**config.mk**
```make
export PLATFORM = sky130hd
export DESIGN_NAME = cam_insert_ctrl
export DESIGN_NICKNAME = d
export VERILOG_FILES = /design/src/rtl/cam_insert_ctrl.sv
export SDC_FILE = /design/constraint.sdc
export NUM_CORES = 1
export LEC_CHECK = 0
export BUFFER_PORTS_ARGS = -buffer_cell sky130_fd_sc_hd__buf_4
export CORE_MARGIN = 2
export CORE_UTILIZATION = 50
export CTS_BUF_LIST = sky130_fd_sc_hd__clkbuf_8 sky130_fd_sc_hd__clkbuf_16
export CTS_CLUSTER_DIAMETER = 100
export DETAILED_ROUTE_END_ITERATION = 8
export GPL_TIMING_DRIVEN = 0
export MAX_ROUTING_LAYER = met4
export PLACE_DENSITY = 0.79
export SETUP_SLACK_MARGIN = 0.2
export SLEW_MARGIN = 20
export SYNTH_ARGS = -nofsm -noshare
export SYNTH_HDL_FRONTEND = slang
export SYNTH_SLANG_ARGS = --single-unit
```
**constraint.sdc**
```tcl
create_clock -name clk -period 2.1 [get_ports clk]
set_clock_uncertainty 0.1 [all_clocks]
set_input_delay 0.21 -clock clk [delete_from_list [all_inputs] [get_ports clk]]
set_output_delay 0.21 -clock clk [all_outputs]
set_load 0.02 [all_outputs]
```
**src/rtl/cam_insert_ctrl.sv**
```systemverilog
// Insert controller for an external CAM: search for a key, allocate an entry on miss, report hit/index.
// Optional macro CAM_CTRL_EVICT_EN: on a miss with the CAM full, overwrite entries round-robin instead of rejecting.
module cam_insert_ctrl #(
    parameter int unsigned ARRAY_WIDTH_LOG2 = 5,
    parameter int unsigned ARRAY_SIZE_LOG2  = 5
) (
    input  logic                            clk,
    input  logic                            reset,
    input  logic                            req_valid_i,
    input  logic [2**ARRAY_WIDTH_LOG2-1:0]  req_data_i,
    output logic                            req_ready_o,
    output logic                            resp_valid_o,
    input  logic                            resp_ready_i,
    output logic                            resp_hit_o,
    output logic                            resp_full_o,
    output logic [ARRAY_SIZE_LOG2-1:0]      resp_index_o,
    output logic                            cam_search_o,
    output logic [2**ARRAY_WIDTH_LOG2-1:0]  cam_search_data_o,
    input  logic                            cam_search_valid_i,
    input  logic [ARRAY_SIZE_LOG2-1:0]      cam_search_index_i,
    output logic                            cam_write_o,
    output logic [ARRAY_SIZE_LOG2-1:0]      cam_write_index_o,
    output logic [2**ARRAY_WIDTH_LOG2-1:0]  cam_write_data_o,
    output logic [ARRAY_SIZE_LOG2:0]        occupancy_o
);

    localparam int unsigned KEY_W   = 2**ARRAY_WIDTH_LOG2;
    localparam int unsigned IDX_W   = ARRAY_SIZE_LOG2;
    localparam int unsigned OCC_W   = ARRAY_SIZE_LOG2 + 1;
    localparam int unsigned ENTRIES = 2**ARRAY_SIZE_LOG2;
    localparam logic [OCC_W-1:0] OCC_FULL = OCC_W'(ENTRIES);

    typedef enum logic [1:0] {
        IDLE   = 2'd0,
        SEARCH = 2'd1,
        WRITE  = 2'd2,
        RESP   = 2'd3
    } state_t;

    state_t             state_q, state_d;
    logic [KEY_W-1:0]   key_q, key_d;
    logic [IDX_W-1:0]   target_q, target_d;
    logic [IDX_W-1:0]   fill_ptr_q, fill_ptr_d;
    logic [OCC_W-1:0]   occupancy_q, occupancy_d;
    logic               resp_hit_q, resp_hit_d;
    logic               resp_full_q, resp_full_d;
    logic [IDX_W-1:0]   resp_index_q, resp_index_d;

    // Registered strobes and buses, loaded from the next-state decode
    logic               req_ready_q, req_ready_d;
    logic               resp_valid_q, resp_valid_d;
    logic               cam_search_q, cam_search_d;
    logic [KEY_W-1:0]   cam_search_data_q, cam_search_data_d;
    logic               cam_write_q, cam_write_d;
    logic [IDX_W-1:0]   cam_write_index_q, cam_write_index_d;
    logic [KEY_W-1:0]   cam_write_data_q, cam_write_data_d;

`ifdef CAM_CTRL_EVICT_EN
    logic [IDX_W-1:0]   evict_ptr_q, evict_ptr_d;
    logic               evicting_q, evicting_d;
`endif

    logic               full;
    assign full = (occupancy_q == OCC_FULL);

    // Next-state, bookkeeping and output decode
    always_comb begin
        state_d      = state_q;
        key_d        = key_q;
        target_d     = target_q;
        fill_ptr_d   = fill_ptr_q;
        occupancy_d  = occupancy_q;
        resp_hit_d   = resp_hit_q;
        resp_full_d  = resp_full_q;
        resp_index_d = resp_index_q;
`ifdef CAM_CTRL_EVICT_EN
        evict_ptr_d  = evict_ptr_q;
        evicting_d   = evicting_q;
`endif

        case (state_q)
            IDLE: begin
                if (req_valid_i) begin
                    key_d   = req_data_i;
                    state_d = SEARCH;
                end
            end
            SEARCH: begin
                if (cam_search_valid_i) begin
                    resp_hit_d   = 1'b1;
                    resp_full_d  = 1'b0;
                    resp_index_d = cam_search_index_i;
                    state_d      = RESP;
                end else if (!full) begin
                    target_d     = fill_ptr_q;
                    resp_hit_d   = 1'b0;
                    resp_full_d  = 1'b0;
                    resp_index_d = fill_ptr_q;
`ifdef CAM_CTRL_EVICT_EN
                    evicting_d   = 1'b0;
`endif
                    state_d      = WRITE;
                end else begin
`ifdef CAM_CTRL_EVICT_EN
                    target_d     = evict_ptr_q;
                    resp_hit_d   = 1'b0;
                    resp_full_d  = 1'b0;
                    resp_index_d = evict_ptr_q;
                    evicting_d   = 1'b1;
                    state_d      = WRITE;
`else
                    resp_hit_d   = 1'b0;
                    resp_full_d  = 1'b1;
                    resp_index_d = '0;
                    state_d      = RESP;
`endif
                end
            end
            WRITE: begin
                state_d = RESP;
`ifdef CAM_CTRL_EVICT_EN
                if (evicting_q) begin
                    evict_ptr_d = evict_ptr_q + IDX_W'(1);
                end else begin
                    fill_ptr_d = fill_ptr_q + IDX_W'(1);
                    if (!full) occupancy_d = occupancy_q + OCC_W'(1);
                end
`else
                fill_ptr_d = fill_ptr_q + IDX_W'(1);
                if (!full) occupancy_d = occupancy_q + OCC_W'(1);
`endif
            end
            RESP: begin
                if (resp_ready_i) begin
                    resp_hit_d   = 1'b0;
                    resp_full_d  = 1'b0;
                    resp_index_d = '0;
                    state_d      = IDLE;
                end
            end
            default: state_d = IDLE;
        endcase

        req_ready_d       = (state_d == IDLE);
        resp_valid_d      = (state_d == RESP);
        cam_search_d      = (state_d == SEARCH);
        cam_search_data_d = (state_d == SEARCH) ? key_d : '0;
        cam_write_d       = (state_d == WRITE);
        cam_write_index_d = (state_d == WRITE) ? target_d : '0;
        cam_write_data_d  = (state_d == WRITE) ? key_d : '0;
    end

    // State and output registers; reset aborts any operation in flight
    always_ff @(posedge clk) begin
        if (reset) begin
            state_q           <= IDLE;
            key_q             <= '0;
            target_q          <= '0;
            fill_ptr_q        <= '0;
            occupancy_q       <= '0;
            resp_hit_q        <= 1'b0;
            resp_full_q       <= 1'b0;
            resp_index_q      <= '0;
            req_ready_q       <= 1'b0;
            resp_valid_q      <= 1'b0;
            cam_search_q      <= 1'b0;
            cam_search_data_q <= '0;
            cam_write_q       <= 1'b0;
            cam_write_index_q <= '0;
            cam_write_data_q  <= '0;
`ifdef CAM_CTRL_EVICT_EN
            evict_ptr_q       <= '0;
            evicting_q        <= 1'b0;
`endif
        end else begin
            state_q           <= state_d;
            key_q             <= key_d;
            target_q          <= target_d;
            fill_ptr_q        <= fill_ptr_d;
            occupancy_q       <= occupancy_d;
            resp_hit_q        <= resp_hit_d;
            resp_full_q       <= resp_full_d;
            resp_index_q      <= resp_index_d;
            req_ready_q       <= req_ready_d;
            resp_valid_q      <= resp_valid_d;
            cam_search_q      <= cam_search_d;
            cam_search_data_q <= cam_search_data_d;
            cam_write_q       <= cam_write_d;
            cam_write_index_q <= cam_write_index_d;
            cam_write_data_q  <= cam_write_data_d;
`ifdef CAM_CTRL_EVICT_EN
            evict_ptr_q       <= evict_ptr_d;
            evicting_q        <= evicting_d;
`endif
        end
    end

    assign req_ready_o       = req_ready_q;
    assign resp_valid_o      = resp_valid_q;
    assign resp_hit_o        = resp_hit_q;
    assign resp_full_o       = resp_full_q;
    assign resp_index_o      = resp_index_q;
    assign cam_search_o      = cam_search_q;
    assign cam_search_data_o = cam_search_data_q;
    assign cam_write_o       = cam_write_q;
    assign cam_write_index_o = cam_write_index_q;
    assign cam_write_data_o  = cam_write_data_q;
    assign occupancy_o       = occupancy_q;

endmodule

```
==> results of run 1 <==
[state kept, by name, indices dropped and copies added, names as in the netlist]
register,count
cam_search_data_o,32
cam_search_o,1
cam_write_data_o,32
cam_write_index_o,5
cam_write_o,1
fill_ptr_q,5
key_q,32
occupancy_o,6
req_ready_o,1
resp_full_o,1
resp_hit_o,1
resp_index_o,5
resp_valid_o,1
state_q,2
[synth_stat cells (5+ instances only)]
| cell type | n | area share |
|---|---|---|
| or3_1 | 5 | 0.0077 |
| nor2_1 | 75 | 0.069 |
| nand2_1 | 13 | 0.012 |
| a31oi_1 | 6 | 0.0093 |
| o211ai_1 | 5 | 0.0093 |
| dfxtp_1 | 125 | 0.62 |
| a21oi_1 | 8 | 0.0099 |
| and3_1 | 33 | 0.051 |
| o21ai_0 | 12 | 0.015 |
| clkbuf_1 | 16 | 0.015 |
| mux2i_1 | 34 | 0.084 |
| inv_1 | 12 | 0.011 |
[routing by layer]
layer	GRT usage	vias to the layer above	routed length, microns
li1	-	1659	-
met1	0.2685	1583	4204
met2	0.4333	151	5202
met3	0.06019	14	699
met4	0.09783	0	164
met5	-	-	0
[final timing paths]
path / startpoint / depth (start not counted) / to
setup / recovery: occupancy_o[1]$_SDFFE_PP0P_ / 5 / occupancy_o[0]$_SDFFE_PP0P_
hold reg to reg: resp_full_o$_SDFFE_PP0P_ / 2 / resp_full_o$_SDFFE_PP0P_
hold / removal: reset / 3 / occupancy_o[0]$_SDFFE_PP0P_
setup reg to reg: occupancy_o[1]$_SDFFE_PP0P_ / 5 / occupancy_o[0]$_SDFFE_PP0P_
[worst min-delay path: stages]
cell	delay, ns
clkbuf_1	0.18
nor2_1	0.15
mux2_2	0.16
[what timing repair did]
action,4_1_cts,5_1_grt
endpoints found under the setup margin,1,19
hold endpoints to repair,106,0
gates resized for setup,1,3
hold buffers,40,0
[metrics by stage]
stage / instances / power (W)
2_1_floorplan: 385 / 0.002897
3_3_place_gp: 613 / 0.003101
3_5_place_dp: 613 / 0.003122
4_1_cts: 684 / 0.005997
5_1_grt: 684 / 0.006182
6_report: 684 / 0.005991
[kinds of logic after synthesis]
group           after synthesis
buf+inv                      39
mux                          35
fa+ha+maj                     3
simple gates                145
flops                       125
compound gates               36
xor+xnor                      2
[cell type report]
type	count	area (sq um)	share of cell area
plain buffers	27	148.9	0.02435
flip-flops and latches	125	2504	0.4094
clock buffers	17	414.1	0.06772
well taps	102	127.6	0.02087
repair buffers	166	1346	0.2201
multi-input cells	221	1360	0.2224
clock inverters	14	170.2	0.02782
inverters	12	45.04	0.007365
[report_power, final]
group	switching [W]	total, W	internal [W]
logic	0.000332	0.000627	0.000295
clock network	0.00104	0.00285	0.00180
registers	0.0000405	0.00252	0.00248
[layout by cell type (no fill, tap or decap), types with 2 or more instances in the layout]
cell type / synthesis / routed
xnor2_1: 2 / 2
clkinvlp_4: 0 / 4
mux2i_1: 34 / 34
and3_1: 33 / 33
buf_4: 3 / 129
or3_1: 5 / 5
o211ai_1: 5 / 5
nor3_1: 3 / 3
bufinv_16: 0 / 3
a31oi_1: 6 / 6
inv_6: 0 / 2
nand3b_1: 3 / 3
nand3_1: 3 / 3
clkbuf_16: 0 / 16
ha_1: 3 / 3
nand2_1: 13 / 13
inv_1: 12 / 12
clkinv_2: 0 / 3
dlygate4sd3_1: 0 / 40
clkinv_4: 0 / 2
clkbuf_1: 16 / 15
buf_6: 4 / 4
o21a_1: 2 / 2
buf_2: 4 / 4
o21ai_0: 12 / 12
nor2_1: 75 / 75
dfxtp_1: 125 / 124
a21oi_1: 8 / 7
==> results.toml, run 1 <==
[status]
status = "complete, no violations"

[sta]
slew_viol_final = 0
tightestPinTransition_ns = 0.5671
finalCriticalPeriod_ns = 1.804
worst_slack_ns = 0.2962
fin_crit_sh = 0.8590
finalHoldViolCount = 0
tns_ns = 0
finalSetupViolCount = 0
slew_headroom = 0.6220
rsz0062_at_grt = "no"
hold_ws_ns = 0.1222
max_freq_mhz = 554.4

[yosys]
synth_top_family_by_area = "simple AND/OR/NAND/NOR gates"
yosys_most_used_dff = "dfxtp_1"
syn_avg_cell_area_sq_um = 10.52
yosys.area_share.adder = 0.009265
yosysWarnings = 0
synth_xor_area_frac = 0.004324
synthSimpleGateAreaFrac = 0.1757
async_reset_ff_frac = 0
synth_fp_nets = 430
ys_seq_elements = 125
synthCells = 385
ys_types = 35
synth_edf_count = 0
synthMuxAreaShare = 0.08678
synth.cell_area_sq_um = 4051
yosysSeqAreaShare = 0.6177
synth_compound_area_frac = 0.05868

[floorplan]
die-width_microns = 94.02
die_area_sq_um = 8839
dieHeight_microns = 94.02
initial_utilization = 0.5189
rows = 32
coreArea_sq_um = 7807
ios = 128

[global_routing]
grt_max_degree = 17
grt_first_pass_wirelength_microns = 16190
grt_remaining_overflow = 0
antenna_found_initial = 0
grt_pass1_vias = 3485
grt_usage = 0.2468

[clock_network]
post_cts_buffers = 0
cts.clk_slew.worst_paths_ns = 0.06
cts_tree = "built"
cts-root-buf = "clkbuf_8"
clock_latency_ns = 0.50
clock_sinks = 125
cts_max_level = 4
cts_buffers = 17
clock_path_buffers = 2

[drt]
drt-pass1-iter-count = 4
ant_nets = 0
drc = 0
via_per_inst = 4.981
vias = 3407
wl_microns = 10270
post_drt_wl_per_cell_microns = 15.01
drtIter0Drc = 112

[cells_and_area]
drive_gt1_frac = 0.3024
final_area_sq_um = 6116
postLayoutCoreUtil = 0.7833
antennaDiodeCount = 0
syn2layout_area_growth_pct = 50.96
n_fill_cell = 453
layout.nets = 615

[setup_path]
path_cells = "inv_1 > ha_1 > and4bb_2 > a21oi_2 > mux2_2"
crit_arrival_ns = 2.09
start_kind = "register"
worstSetupPathType = "reg2reg"
reg2reg_slack_ns = 0.30
cp-end-kind = "register"
critPathSlowestCell = "dfxtp_1"
critical_path_required_ns = 2.39
path_buf_inv = 1
critPathMaxFanout = 5
slowest_delay_ns = 0.43
worst_path_dominant_cell_family = "flip-flops"

[worst_hold_path]
min_path_type = "in2reg"

[placed_design]
io_buffers = 126
post-place-ws_ns = 0.2334
hpwlAfterDp_microns = 6542
globalplace.congestion = 0.8298
dpl-instance-area_sq_um = 5125

[power_and_ir_drop]
leakage_nw = 2.773
power.density_nw_per_um2 = 979.6
peakVddDrop_mv = 0.6515

[run]
maxCapViolCount = 0
Note: power is estimated with default switching activity, not from simulation.
==> inputs of run 2 (changes only) <==
--- a/config.mk
+++ b/config.mk
@@ -6,7 +6,7 @@
 export NUM_CORES = 1
 export LEC_CHECK = 0
 export BUFFER_PORTS_ARGS = -buffer_cell sky130_fd_sc_hd__buf_4
-export CORE_MARGIN = 2
+export CORE_MARGIN = 1
 export CORE_UTILIZATION = 50
 export CTS_BUF_LIST = sky130_fd_sc_hd__clkbuf_8 sky130_fd_sc_hd__clkbuf_16
 export CTS_CLUSTER_DIAMETER = 100
==> constraint.sdc (replaced) <==
create_clock -name clk -period 1.9 [get_ports clk]
set_clock_uncertainty 0.1 [all_clocks]
set_input_delay 0.19 -clock clk [delete_from_list [all_inputs] [get_ports clk]]
set_output_delay 0.19 -clock clk [all_outputs]
set_load 0.02 [all_outputs]
==> run 2 against run 1 <==
Utilization is 2.2 points higher; cell area is 2.3% higher; combinational power is 16% higher; non-clock buffer count is 10 higher; sequential power is 10% higher; highest routed layer unchanged.
==> results.toml, run 2 (synthesis results as in run 1) <==
[power_and_ir_drop]
seq_power_share = 0.416
power.density_nw_per_um2 = 1071
peakVddDrop_mv = 0.6722
p_int_w = 0.005122
p_switching_w = 0.001576
leakage_nw = 2.838
swShare = 0.2353
pwr-share-clk = 0.475
power_frac_comb = 0.109

[clock_network]
clock_sinks = 125
cts_buffers = 17
clock_path_buffers = 2
cts-root-buf = "clkbuf_8"
clock_latency_ns = 0.51
cts_tree = "built"
cts.clk_slew.worst_paths_ns = 0.06
cts_max_level = 4

[sta]
slew_headroom = 0.6465
finalSetupViolCount = 0
slew_viol_final = 0
finalCriticalPeriod_ns = 1.656
tns_ns = 0
worst_slack_ns = 0.2437
finalHoldViolCount = 0
tightestPinTransition_ns = 0.5302
rsz0062_at_grt = "yes"
fin_crit_sh = 0.8717
max_freq_mhz = 603.8

[cells_and_area]
antennaDiodeCount = 0
n_fill_cell = 442
multi_input_area_sq_um = 1381
mostFrequentLayoutCell = "buf_4"
drive_gt1_frac = 0.3226
layout_common_cells = "137 x buf_4, 123 x dfxtp_1, 75 x nor2_1"
syn2layout_area_growth_pct = 54.45
ff_latch_area_sq_um = 2507
layout.nets = 625

[setup_path]
crit_arrival_ns = 1.95
start_kind = "register"
critPathMaxFanout = 8
cp-end-kind = "register"
worstSetupPathType = "reg2reg"
critical_path_required_ns = 2.19

[global_routing]
grt_remaining_overflow = 0
grt_max_degree = 17
grt_pass1_vias = 3397
grt_first_pass_wirelength_microns = 16150
antenna_found_initial = 0
grt_usage = 0.2575

[placed_design]
hpwlAfterDp_microns = 6362
io_buffers = 126
post-place-ws_ns = 0.1914
globalplace.congestion = 0.8222

[worst_hold_path]
min_path_type = "in2reg"

[floorplan]
die_area_sq_um = 8467
coreArea_sq_um = 7767
initial_utilization = 0.5216
dieHeight_microns = 92.02
ios = 128
die-width_microns = 92.02
rows = 32

[status]
status = "complete, no violations"

[drt]
via_per_inst = 4.994
drt-pass1-iter-count = 4
drc = 0
ant_nets = 0
drtIter0Drc = 119
wl_microns = 10550
post_drt_wl_per_cell_microns = 15.20
vias = 3466

[run]
maxCapViolCount = 0
run 2: worst paths after layout:
path | startpoint | end | slack [ns] | depth (start not counted)
max reg2reg | occupancy_o[0]$_SDFFE_PP0P_ | cam_write_data_o[1]$_SDFF_PP0_ | 0.24 | 8
min reg2reg | key_q[31]$_SDFF_PP0_ | cam_write_data_o[31]$_SDFF_PP0_ | 0.39 | 2
max | occupancy_o[0]$_SDFFE_PP0P_ | cam_write_data_o[1]$_SDFF_PP0_ | 0.24 | 8
min | reset | occupancy_o[0]$_SDFFE_PP0P_ | 0.06 | 3
run 2: final cells by class:
class | count | area share
Clock buffer | 18 | 0.06839
Tap cell | 102 | 0.02040
Inverter | 12 | 0.007199
Clock inverter | 13 | 0.02639
Multi-Input combinational cell | 221 | 0.2208
Sequential cell | 125 | 0.4007
Timing Repair Buffer | 176 | 0.2304
Buffer | 27 | 0.02579
run 2: stage by stage:
step | std cells | area (sq um) | utilization | hold WS, ns | total power [W]
floorplan | 385 | 4058 | - | 0.2359 | 0.003203
global placement | 613 | 5131 | 0.6606 | 0.3301 | 0.003430
detailed placement | 613 | 5131 | 0.6606 | 0.3302 | 0.003447
CTS | 684 | 6135 | 0.7898 | 0.05326 | 0.006675
global route | 694 | 6257 | 0.8056 | 0.09202 | 0.006918
finish | 694 | 6257 | 0.8056 | 0.05543 | 0.006699
run 2: timing repair:
action | CTS | global route
cloned | 0 | 2
endpoints found under the setup margin | 16 | 57
pin swaps | 1 | 1
hold endpoints to repair | 106 | 0
buffers inserted | 0 | 8
gates resized for setup | 2 | 17
hold buffers | 40 | 0
run 2: power groups by stage:
stage / Clock [W] / Sequential (W) / Combinational [W]
global route: 0.00334 / 0.00279 / 0.000781
global placement: 0 / 0.00283 / 0.000598
floorplan: 0 / 0.00290 / 0.000303
finish: 0.00318 / 0.00278 / 0.000730
CTS: 0.00321 / 0.00278 / 0.000687
detailed placement: 0 / 0.00284 / 0.000611
run 2: worst max-delay path, stage by stage (launching register included):
cell and delay [ns]:
dfxtp_4 0.36, inv_1 0.08, ha_2 0.18, nand4bb_1 0.13, buf_6 0.16, o211ai_4 0.19
buf_12 0.15, buf_6 0.13, nor2_1 0.05
run 2: metal layers:
layer | wire length, microns | GRT usage | vias up | part of all wire
met5 | 0 | - | - | 0
met4 | 105 | 0.09766 | 0 | 0.010
met3 | 601 | 0.06716 | 10 | 0.057
met2 | 5375 | 0.4366 | 143 | 0.51
met1 | 4468 | 0.2916 | 1638 | 0.42
li1 | - | - | 1675 | -
